### src/rtl/prioritized_pkg.sv
`default_nettype none
// ============================================================================
// Module   : prioritized_pkg
// Purpose  : Shared types for the prioritized mux/dispatcher family.
// Revision : 1.0 - initial release
// ============================================================================
package prioritized_pkg;

    typedef enum logic [1:0] {
        RUN   = 2'd0,
        DRAIN = 2'd1,
        DONE  = 2'd2
    } dispatch_state_t;

endpackage
`default_nettype wire

### src/rtl/prioritized_dispatcher_if.sv
`default_nettype none
// ============================================================================
// Module   : prioritized_dispatcher_if
// Purpose  : Input stream, per-destination outputs and flush handshake.
// Revision : 1.0 - initial release
// ============================================================================
interface prioritized_dispatcher_if #(
    parameter int data_width        = 8,
    parameter int number_of_outputs = 4
);
    logic [data_width-1:0]        in_data;
    logic                         in_valid;
    logic                         in_ready;
    logic [number_of_outputs-1:0] out_enable;
    logic [data_width-1:0]        out_data [number_of_outputs];
    logic [number_of_outputs-1:0] out_valid;
    logic [number_of_outputs-1:0] out_ready;
    logic                         flush;
    logic                         flush_done;

    // Environment side: producer, consumers and flush controller
    modport master (
        output in_data, in_valid, out_enable, out_ready, flush,
        input  in_ready, out_data, out_valid, flush_done
    );

    // Dispatcher side
    modport slave (
        input  in_data, in_valid, out_enable, out_ready, flush,
        output in_ready, out_data, out_valid, flush_done
    );
endinterface
`default_nettype wire

### src/rtl/priority_one_hot.sv
`default_nettype none
// ============================================================================
// Module   : priority_one_hot
// Purpose  : Lowest-index-wins one-hot select; all-zero in gives all-zero out.
// Revision : 1.0 - initial release
// ============================================================================
module priority_one_hot #(
    parameter int width = 4
) (
    input  wire logic [width-1:0] i_req,
    output logic      [width-1:0] o_grant
);

    // Two's complement isolates the lowest set bit.
    assign o_grant = i_req & (~i_req + width'(1));

endmodule
`default_nettype wire

### src/rtl/prioritized_dispatcher.sv
`default_nettype none
// ============================================================================
// Module   : prioritized_dispatcher
// Purpose  : One stream fanned out to the lowest free enabled output register.
// Revision : 1.0 - initial release
// ============================================================================
module prioritized_dispatcher
    import prioritized_pkg::*;
#(
    parameter int data_width        = 8,
    parameter int number_of_outputs = 4
) (
    input wire logic                 clk,
    input wire logic                 rst_n,
    prioritized_dispatcher_if.slave  bus
);

    dispatch_state_t              r_state;
    dispatch_state_t              w_state_next;
    logic [number_of_outputs-1:0] w_valid;
    logic [number_of_outputs-1:0] w_free;
    logic [number_of_outputs-1:0] w_target;
    logic [number_of_outputs-1:0] w_load;
    logic                         w_in_ready;
    logic                         w_accept;

    // A full port is still free when its word leaves this same cycle.
    assign w_free = bus.out_enable & (~w_valid | bus.out_ready);

    priority_one_hot #(
        .width (number_of_outputs)
    ) u_target (
        .i_req   (w_free),
        .o_grant (w_target)
    );

    assign w_in_ready = rst_n && (r_state == RUN) && !bus.flush && (|w_free);
    assign w_accept   = bus.in_valid && w_in_ready;
    assign w_load     = w_target & {number_of_outputs{w_accept}};

    generate
        for (genvar g = 0; g < number_of_outputs; g++) begin : g_port
            logic                  r_valid;
            logic [data_width-1:0] r_data;

            always_ff @(posedge clk or negedge rst_n) begin
                if (!rst_n) begin
                    r_valid <= 1'b0;
                    r_data  <= '0;
                end else if (w_load[g]) begin
                    r_valid <= 1'b1;
                    r_data  <= bus.in_data;
                end else if (bus.out_ready[g]) begin
                    r_valid <= 1'b0;
                end
            end

            assign w_valid[g]      = r_valid;
            assign bus.out_data[g] = r_data;
        end
    endgenerate

    always_ff @(posedge clk or negedge rst_n) begin
        if (!rst_n) begin
            r_state <= RUN;
        end else begin
            r_state <= w_state_next;
        end
    end

    always_comb begin
        w_state_next = r_state;
        case (r_state)
            RUN:     if (bus.flush) w_state_next = DRAIN;
            DRAIN:   if (!(|w_valid)) w_state_next = DONE;
            DONE:    w_state_next = RUN;
            default: w_state_next = RUN;
        endcase
    end

    assign bus.in_ready   = w_in_ready;
    assign bus.out_valid  = w_valid;
    assign bus.flush_done = (r_state == DONE);

endmodule
`default_nettype wire

### src/flat_wrapper.sv
// flat-port wrapper written by rule: the top's interface ports become plain ports
module prioritized_dispatcher_flat import prioritized_pkg::*;
#(
    parameter int data_width        = 8,
    parameter int number_of_outputs = 4
)
  (clk, rst_n, bus_in_data, bus_in_valid, bus_out_enable, bus_out_ready, bus_flush, bus_in_ready, bus_out_data, bus_out_valid, bus_flush_done);
  prioritized_dispatcher_if #(.data_width(data_width), .number_of_outputs(number_of_outputs)) bus_i ();
  input wire logic clk;
  input wire logic rst_n;
  input wire logic [$bits(bus_i.in_data)-1:0] bus_in_data;
  input wire logic [$bits(bus_i.in_valid)-1:0] bus_in_valid;
  input wire logic [$bits(bus_i.out_enable)-1:0] bus_out_enable;
  input wire logic [$bits(bus_i.out_ready)-1:0] bus_out_ready;
  input wire logic [$bits(bus_i.flush)-1:0] bus_flush;
  output wire logic [$bits(bus_i.in_ready)-1:0] bus_in_ready;
  output wire logic [$bits(bus_i.out_data)-1:0] bus_out_data;
  output wire logic [$bits(bus_i.out_valid)-1:0] bus_out_valid;
  output wire logic [$bits(bus_i.flush_done)-1:0] bus_flush_done;
  assign bus_i.in_data = bus_in_data;
  assign bus_i.in_valid = bus_in_valid;
  assign bus_i.out_enable = bus_out_enable;
  assign bus_i.out_ready = bus_out_ready;
  assign bus_i.flush = bus_flush;
  assign bus_in_ready = bus_i.in_ready;
  assign bus_out_data = {>>{bus_i.out_data}};
  assign bus_out_valid = bus_i.out_valid;
  assign bus_flush_done = bus_i.flush_done;
  prioritized_dispatcher #(.data_width(data_width), .number_of_outputs(number_of_outputs)) u_core (.clk(clk), .rst_n(rst_n), .bus(bus_i));
endmodule
### config.mk
export PLATFORM = sky130hd
export DESIGN_NAME = prioritized_dispatcher_flat
export DESIGN_NICKNAME = d
export VERILOG_FILES = /design/src/rtl/prioritized_pkg.sv /design/src/rtl/prioritized_dispatcher_if.sv /design/src/rtl/priority_one_hot.sv /design/src/rtl/prioritized_dispatcher.sv /design/src/flat_wrapper.sv
export SDC_FILE = /design/constraint.sdc
export NUM_CORES = 1
export LEC_CHECK = 0
export BUFFER_PORTS_ARGS = -buffer_cell sky130_fd_sc_hd__buf_2
export CORE_MARGIN = 3
export CORE_UTILIZATION = 43
export CTS_CLUSTER_SIZE = 28
export DETAILED_ROUTE_END_ITERATION = 8
export GPL_TIMING_DRIVEN = 0
export PLACE_DENSITY = 0.8
export SLEW_MARGIN = 20
export SYNTH_ARGS = -nofsm -noshare
export SYNTH_HDL_FRONTEND = slang
export SYNTH_SLANG_ARGS = --single-unit
export TNS_END_PERCENT = 100
### constraint.sdc
create_clock -name clk -period 1.5 [get_ports clk]
set_input_delay 0.3 -clock clk [delete_from_list [all_inputs] [get_ports clk]]
set_output_delay 0.3 -clock clk [all_outputs]
set_load 0.01 [all_outputs]
# Word level (Yosys, flattened, before mapping)

Cells that the tools add are included.

Bits in latches: 0
ROM bits: 0
Word-level logic and storage cells: 44
Memories: 0
Input bits: 20
Flip-flop bits (word level): 38
Output and inout port bits: 38
RAM bits: 0

Add/subtract/negate cells: 1
Equality and inequality tests: 4
Div/mod/pow operators: 0
Magnitude comparators: 0
Bitwise gates (word level): 6
Shift operators: 0
Muxes and demuxes: 11
Reductions and logical operators: 13
Multiply operators: 0

Operator list:

| operator                                             | count |
|---|---|
| bitwise AND 4 bit                                    | 3 |
| 2-to-1 mux 1 bit                                     | 8 |
| NOT 4 bit                                            | 2 |
| nonzero test 2 bit                                   | 4 |
| OR reduction 4 bit                                   | 2 |
| adder 4 x 1 -> 4 bit (second input constant)         | 1 |
| logical AND 1 bit                                    | 4 |
| 2-to-1 mux 2 bit                                     | 2 |
| != test 2 bit (second input constant)                | 2 |
| bitwise OR 4 bit                                     | 1 |
| case mux 2 bit (2 select lines)                      | 1 |
| equality test 2 x 1 -> 1 bit (second input constant) | 1 |
| equality test 2 bit (second input constant)          | 1 |
| zero test 2 bit                                      | 1 |
| AND reduction 2 bit                                  | 1 |
| zero test 1 bit                                      | 1 |

# Longest topological paths before layout

Gate-level depths: netlist of the first run.

Depth after elaboration: 8
Mapped depth: 5
Mapped depth without buffers: 4

# Cells and area by module

A second synthesis of the first run with hierarchy kept.

Cell total of the unflattened synthesis: 111
Area, all modules: 1706.6 sq um

Modules (own cells, without submodules):

| module                 | cells each | instances | sequential area each (sq um) | area an instance (sq um) |
|---|---|---|---|---|
| prioritized_dispatcher | 107        | 1         | 950.9                        | 1670.4 |
| priority_one_hot       | 4          | 1         | 0.0                          | 36.3 |

# Worst setup path after synthesis of the first run

OpenSTA, ideal clock, no wires.

Path kind: reg-to-reg
Start: reg u_core.r_state[1]
End: reg u_core.g_port[2].r_data[5]
Data arrival time: 1.449 ns
Period minus slack after synthesis: 1.574 ns
Slack: -0.074 ns
Library setup time: 0.125 ns
Cell stages (with the launch flop): 6
Data required time: 1.375 ns
Buffers on the path: 1
Cell sequence: dfrtp_1 > nor4b_2 > and2_1 > buf_6 > nand4_4 > mux2_4

Cells in the longest elaborated chain, start to end: 6

Ends and longest elaborated chain:

| item                            | RTL line                     | text |
|---|---|---|
| start: declaration              | prioritized_dispatcher.sv:18 | `dispatch_state_t r_state;` |
| start signal: assignment        | prioritized_dispatcher.sv:67 | `r_state <= w_state_next;` |
| zero test 2 bit                 | prioritized_dispatcher.sv:37 | `assign w_in_ready = rst_n && (r_state == RUN) && !bus.flush && (\|w_free);` |
| logical AND 1 bit (3 in series) | prioritized_dispatcher.sv:37 |  |
| logical AND 1 bit               | prioritized_dispatcher.sv:38 | `assign w_accept = bus.in_valid && w_in_ready;` |
| bitwise AND 4 bit               | prioritized_dispatcher.sv:39 | `assign w_load = w_target & {number_of_outputs{w_accept}};` |
| end signal: assignment          | prioritized_dispatcher.sv:52 | `r_data <= bus.in_data;` |
| end: declaration                | prioritized_dispatcher.sv:44 | `logic [data_width-1:0] r_data;` |

No other way between the ends.
A chain may end at the register's enable or synchronous reset.

# Worst setup path in the final report of the first run

Same ends and word-level chain as after synthesis.

==> metrics.txt, run 1 <==
CTS H-tree lvls 2; Area growth, synth to finish 35.5%; Worst Hold Class in -> async; Congestion Overflow GR 0; pwr/cell area 1660 nW/um2; final hold vios 38; failing checks negative hold slack, negative setup slack; Internal Power 2.59 mW; Clock Power Share 0.290; num rows 21; DR vias 1078; Nets 189; Most used DFF post-synth dfrtp_1; CP Class reg -> reg; skew final 8.12 ps; clk sinks 38; Worst Path Max Fanout 7; CP max-delay cell dfrtp_2; VDD IR max 0.000970 V; first-pass GRT wire length 5490 um; r2r startpoint u_core.r_state[1]$_DFFE_PN0P_; Critical Path Max Stage Delay 430 ps; CP startpoint u_core.r_state[1]$_DFFE_PN0P_; syn nets 121; total detailed-routing wirelength 3430 um; yosys warns 0; Synth cell types 19; EDFF count, synth 0; # fillers 269; cells after synthesis 101; combinational fraction of design power 0.277; largest net degree at the start of global routing 40; Bufs on Longest Clock Path 2; initial antenna violation count 0; Yosys top cell by area dfrtp_1; mapped cell area 1590 um2; FF+latch count, synth 38; die area 4450 um2; Detailed Place HPWL 2440 um; RePlAce Congestion 0.846; Final Setup Violations 33; Flop pwr share 0.432; actual slew at the worst max-slew pin 337 ps; top cells by count, synth 38 x dfrtp_1, 30 x mux2_2, 7 x nand2_1; WP data required 1670 ps; sequential area share after synthesis 0.599; root buffer cell clkbuf_8; drt drc 0; largest cells by area after synthesis dfrtp_1 60%, mux2_2 21%, nand4_4 4.0%, buf_4 1.9%, mux2_4 1.9%; Fmax achieved 597 MHz; Pleak 1.14 nW; worst reg2reg endpoint u_core.g_port[2].r_data[5]$_DFFE_PN0P_; period utilization 1.12; Tot GR Track Use 0.173; Arr. time, crit path 1840 ps; CP endpoint kind flip-flop; layout cells sized above 1 0.682; total iterations of the first detailed-routing run 4; ys async rst share 1.00; worst-path cell chain nor4b_4 > and2_4 > nand4_4 > mux2_4; post-synth top area share 0.599; worst setup margin -176 ps; CTS tree done; FF-to-FF path depth 4; Psw 0.977 mW; max-slew violation count 0; antenna cells 0; final core utilization 0.625; vias in the first global route 1118; MaxCap Viol Count 0; r2r setup slk -180 ps; # IOs 58; Final min period 1680 ps; die width 66.7 um; switch share 0.274; Detailed Route Iter0 Violations 62; RSZ-0062 raised after global routing true; startpoint class of the critical path flip-flop; slew margin rel. 0.775; CTS Buf Count 5; Port Buf Inserts 57; CTS clock-pin slew for the worst setup and hold paths 70 ps; Worst Hold Slack -96.9 ps; Antenna Violating Nets Remaining 0; outcome finished, violations left; DIE HEIGHT 66.7 um; PnR Total Power 3.57 mW; drt via density 4.99; most numerous cell in the Yosys netlist dfrtp_1; Clock Latency Late Sink 280 ps; total core area 3440 um2; routed len/inst 15.9 um; Syn Area/Cell 15.7 um2; Starting Density 0.461
sequential cells by signal, summed over array words and instances, names as in the netlist:
signal / cells
u_core.r_state: 2
u_core.g_port.r_data: 32
u_core.g_port.r_valid: 4
worst max-delay path by stage:
stage | endpoint | slack, ps | depth (start not counted)
2_1_floorplan | u_core.g_port[2].r_data[5]$_DFFE_PN0P_ | -40 | 5
3_3_place_gp | u_core.g_port[2].r_data[5]$_DFFE_PN0P_ | -820 | 6
3_5_place_dp | u_core.g_port[2].r_data[5]$_DFFE_PN0P_ | -920 | 6
4_1_cts | u_core.g_port[2].r_data[5]$_DFFE_PN0P_ | -220 | 5
5_1_grt | bus_in_ready | -300 | 4
6_report | u_core.g_port[2].r_data[5]$_DFFE_PN0P_ | -180 | 4
placed cells by master (no fill, tap or decap), drive strengths merged:
master	count
and2	2
clkbuf	6
buf	63
nand4	6
mux2i	1
or4	1
nand2b	4
nor2	1
nand3	1
a22oi	1
nor4b	1
nor3b	1
a31oi	1
nand2	7
dfrtp	38
inv	1
nor2b	1
mux2	32
bufinv	2
worst max-delay path: cells and delay by family, from the launching register on:
family | cells | cell delay [ps]
flip-flops | 1 | 430
multiplexers | 1 | 340
AND/OR/NAND/NOR | 3 | 790
repair_timing:
action                     CTS  global route
hold endpoints to repair    38            38
resized for setup            5             4
pin swaps                    4             3
gates cloned                 3             0
setup buffers                2             0
setup endpoints to repair   37            37
power groups by stage:
stage	Sequential, mW	Clock, mW	Combinational [mW]
after global routing	1.59	1.12	1.07
after detailed placement	1.56	0	0.989
after global placement	1.53	0	0.955
final	1.54	1.04	0.990
after floorplan	1.69	0	0.380
after CTS	1.54	1.07	1.01
through the flow:
| step | cells | TNS [ps] | setup WS (ps) | area (um2) |
|---|---|---|---|---|
| floorplan | 101 | -385 | -42.5 | 1590 |
| global placement | 204 | -27340 | -816 | 1930 |
| detailed placement | 204 | -30780 | -917 | 1930 |
| CTS | 217 | -6120 | -224 | 2150 |
| global route | 216 | -8230 | -300 | 2150 |
| finish | 216 | -4770 | -176 | 2150 |
cell type report:
class / count / area, um2 / area share
buffer: 4 / 30.0 / 0.0140
timing repair buffer: 59 / 310 / 0.144
inverter: 1 / 3.75 / 0.00175
clock buffer: 6 / 82.6 / 0.0384
clock inverter: 2 / 60.1 / 0.0279
multi-input combinational: 60 / 653 / 0.304
sequential: 38 / 952 / 0.443
tap: 46 / 57.6 / 0.0268
cells by family (layout without fill, tap and decap cells):
| group | after synthesis | in the layout | synth area share |
|---|---|---|---|
| buffers and inverters | 6 | 72 | 0.0284 |
| flip-flops | 38 | 38 | 0.599 |
| AO/OA/AOI/OAI | 2 | 2 | 0.0174 |
| AND/OR/NAND/NOR | 22 | 25 | 0.117 |
| multiplexers | 33 | 33 | 0.238 |
per-layer routing:
| layer | share of wire | wire (um) | global-route usage | vias to the layer above |
|---|---|---|---|---|
| met5 | 0 | 0 | 0 | - |
| met4 | 0.0055 | 19 | 0.0533 | 0 |
| met3 | 0.067 | 229 | 0.0573 | 2 |
| met2 | 0.54 | 1840 | 0.295 | 35 |
| met1 | 0.39 | 1340 | 0.205 | 543 |
| li1 | - | - | - | 498 |
(Power assumes the default switching activity.)
==> run 2, diff against run 1 <==
--- a/config.mk
+++ b/config.mk
@@ -5,13 +5,14 @@
 export SDC_FILE = /design/constraint.sdc
 export NUM_CORES = 1
 export LEC_CHECK = 0
+export ABC_AREA = 1
 export BUFFER_PORTS_ARGS = -buffer_cell sky130_fd_sc_hd__buf_2
 export CORE_MARGIN = 3
-export CORE_UTILIZATION = 43
+export CORE_UTILIZATION = 45
 export CTS_CLUSTER_SIZE = 28
 export DETAILED_ROUTE_END_ITERATION = 8
 export GPL_TIMING_DRIVEN = 0
-export PLACE_DENSITY = 0.8
+export PLACE_DENSITY = 0.81
 export SLEW_MARGIN = 20
 export SYNTH_ARGS = -nofsm -noshare
 export SYNTH_HDL_FRONTEND = slang
==> metrics.txt, run 2 <==
pwr/cell area 1380 nW/um2 (-17%); Worst Path Max Fanout 3 (-4); total detailed-routing wirelength 4690 um (+37%); CTS Buf Count 5 (unchanged); final hold vios 38 (unchanged); initial antenna violation count 0 (unchanged); Pleak 1.45 nW (+28%); Antenna Violating Nets Remaining 0 (unchanged); first-pass GRT wire length 7620 um (+39%); RSZ-0062 raised after global routing true; max reg flops 32 (unchanged); Nets 291 (+54%); routed len/inst 14.6 um (-7.8%); antenna cells 0 (unchanged); worst setup margin -27.2 ps (+149 ps); most numerous cell in the Yosys netlist nand2_1; ys async rst share 1.00 (unchanged); largest net degree at the start of global routing 40 (unchanged); slew margin rel. 0.755 (-0.0197); layout cells sized above 1 0.434 (-0.249); placed instance area 2190 um2 (+14%); Synth cell types 20 (+1); WP data required 1200 ps (-470 ps); Arr. time, crit path 1230 ps (-610 ps); CTS H-tree lvls 2 (unchanged); RePlAce Congestion 0.757 (-11%); commonest cells after routing, fill and taps aside 69 x nand2_1, 58 x buf_2, 38 x dfrtp_1; most frequent CP cell nor2_8; outcome finished, violations left; Detailed Place HPWL 3150 um (+29%); FF+latch count, synth 38 (unchanged); DR vias 1632 (+51%); Yosys top cell by area dfrtp_1; post-synth top area share 0.514 (-0.0859); Final Setup Violations 1 (-97%); MaxCap Viol Count 0 (unchanged); Area growth, synth to finish 34.2%; leading cell type in the layout, fill and taps excluded nand2_1; EDFF count, synth 0 (unchanged); sequential area share after synthesis 0.514 (-0.0859); Tot GR Track Use 0.195 (+0.0226); CP endpoint kind primary output; area of the multi-input gates 807 um2 (+24%); Regs by FF count u_core.g_port.r_data (32), u_core.g_port.r_valid (4), u_core.r_state (2); mapped cell area 1850 um2 (+17%); Most used DFF post-synth dfrtp_1; period utilization 1.02 (-0.0993); Fmax achieved 655 MHz (+9.8%); cells after synthesis 189 (+87%); Port Buf Inserts 56 (-1.8%); VDD IR max 0.000910 V (-6.2%); actual slew at the worst max-slew pin 367 ps (+29.6 ps); max-slew violation count 0 (unchanged); register area 951 um2 (-0.13%); CTS clock-pin slew for the worst setup and hold paths 80 ps (about the same); Biggest register u_core.g_port.r_data; top cells by count, synth 71 x nand2_1, 38 x dfrtp_1, 32 x nand4_1; vias in the first global route 1642 (+47%); skew final 6.36 ps (-1.77 ps); Setup WS pre-CTS -688 ps (+229 ps); startpoint class of the critical path flip-flop; die width 70.2 um (+5.1%); Starting Density 0.487 (+0.0266); # IOs 58 (unchanged); Clock Latency Late Sink 290 ps (about the same); largest cells by area after synthesis dfrtp_1 51%, nand2_1 14%, nand4_1 11%, nor2_8 4.3%, nand4_4 3.4%; Critical Path Max Stage Delay 400 ps (-30 ps); worst-path cell chain nand2_2 > nand2_4 > nand2_8 > nor2_8 > nor2_8 > buf_6; CP Class reg -> out; Detailed Route Iter0 Violations 98 (+58%); total iterations of the first detailed-routing run 4 (unchanged); cell area after layout 2480 um2 (+16%); clk sinks 38 (unchanged); CTS tree done; Final min period 1530 ps (-149 ps); DIE HEIGHT 70.2 um (+5.1%); failing checks negative hold slack, negative setup slack; CP max-delay cell dfrtp_1; drt drc 0 (unchanged); num rows 22 (+4.8%); Worst Hold Class in -> async; Syn Area/Cell 9.80 um2 (-38%); # fillers 312 (+16%); syn nets 209 (+73%); total core area 3800 um2 (+10%); die area 4920 um2 (+10%); root buffer cell clkbuf_8; Bufs on Longest Clock Path 2 (unchanged); drt via density 5.10 (+2.2%); Congestion Overflow GR 0 (unchanged); yosys warns 0 (unchanged); Worst Hold Slack -103 ps (-6.52 ps); Fin Setup TNS -27.2 ps (+4740 ps)
run 2: cell types whose count changed in the layout (fill, tap and decap cells not counted), moves of 3 or more:
cell	before	now
nand2_4	0	5
inv_1	1	7
nand2_1	6	69
buf_4	5	23
nand2b_1	3	0
inv_2	0	3
nand2_2	1	5
mux2_2	30	0
nand4_1	0	32
nor2_8	0	4
run 2: worst paths after layout:
check	start	end	slack (ps)	depth (start not counted)
worst max-delay path	u_core.g_port[1].r_valid$_DFFE_PN0P_	bus_in_ready	-30	6
worst min-delay path	rst_n	u_core.g_port[2].r_data[6]$_DFFE_PN0P_	-100	1
worst max register to register	u_core.g_port[1].r_valid$_DFFE_PN0P_	u_core.g_port[2].r_data[1]$_DFFE_PN0P_	20	9
worst min register to register	u_core.g_port[3].r_data[0]$_DFFE_PN0P_	u_core.g_port[3].r_data[0]$_DFFE_PN0P_	470	2
max in group asynchronous	rst_n	u_core.g_port[3].r_data[3]$_DFFE_PN0P_	1310	1
min in group clk	bus_out_ready[0]	u_core.g_port[0].r_valid$_DFFE_PN0P_	300	4
run 2: critical path: cells and delay by family, from the launching register on:
kind / cells / cell delay (ps)
flip-flops: 1 / 400
buffers and inverters: 1 / 120
AND/OR/NAND/NOR: 5 / 420
run 2: cell families after synthesis:
logic type / count (synthesis) / share of synthesized area
AND/OR/NAND/NOR: 128 / 0.415
flip-flops: 38 / 0.514
buffers and inverters: 22 / 0.0676
AO/OA/AOI/OAI: 1 / 0.00406
run 2: stage by stage:
stage / instances / power, mW / util / hold WS, ps
floorplan: 189 / 2.08 / - / 4.41
global placement: 293 / 2.50 / 0.577 / 449
detailed placement: 293 / 2.54 / 0.577 / 456
CTS: 313 / 3.45 / 0.638 / -92.8
global route: 320 / 3.65 / 0.654 / -88.4
finish: 320 / 3.44 / 0.654 / -103
run 2: repair_timing:
action,in CTS,in global routing
setup buffers,12,7
cloned,0,1
gates resized for setup,7,4
endpoints found under the hold margin,38,38
endpoints found under the setup margin,37,33
pin swaps,10,11
run 2: power breakdown:
group	switching (mW)	internal [mW]
sequential	0.164	1.32
combinational	0.639	0.457
clock	0.360	0.496
run 2: layout make-up:
class,count,share of cell area
multi-input cells,130,0.325
inverters,11,0.0196
clock inverters,2,0.0151
clock buffers,6,0.0292
plain buffers,10,0.0292
well taps,48,0.0242
flip-flops and latches,38,0.383
repair buffers,75,0.175
run 2: layer usage:
| layer | routed length, um | GRT usage | vias to the layer above |
|---|---|---|---|
| met2 | 2300 | 0.313 | 68 |
| met5 | 0 | 0 | - |
| met1 | 1980 | 0.252 | 759 |
| li1 | - | - | 798 |
| met4 | 60 | 0.0574 | 0 |
| met3 | 346 | 0.0633 | 7 |
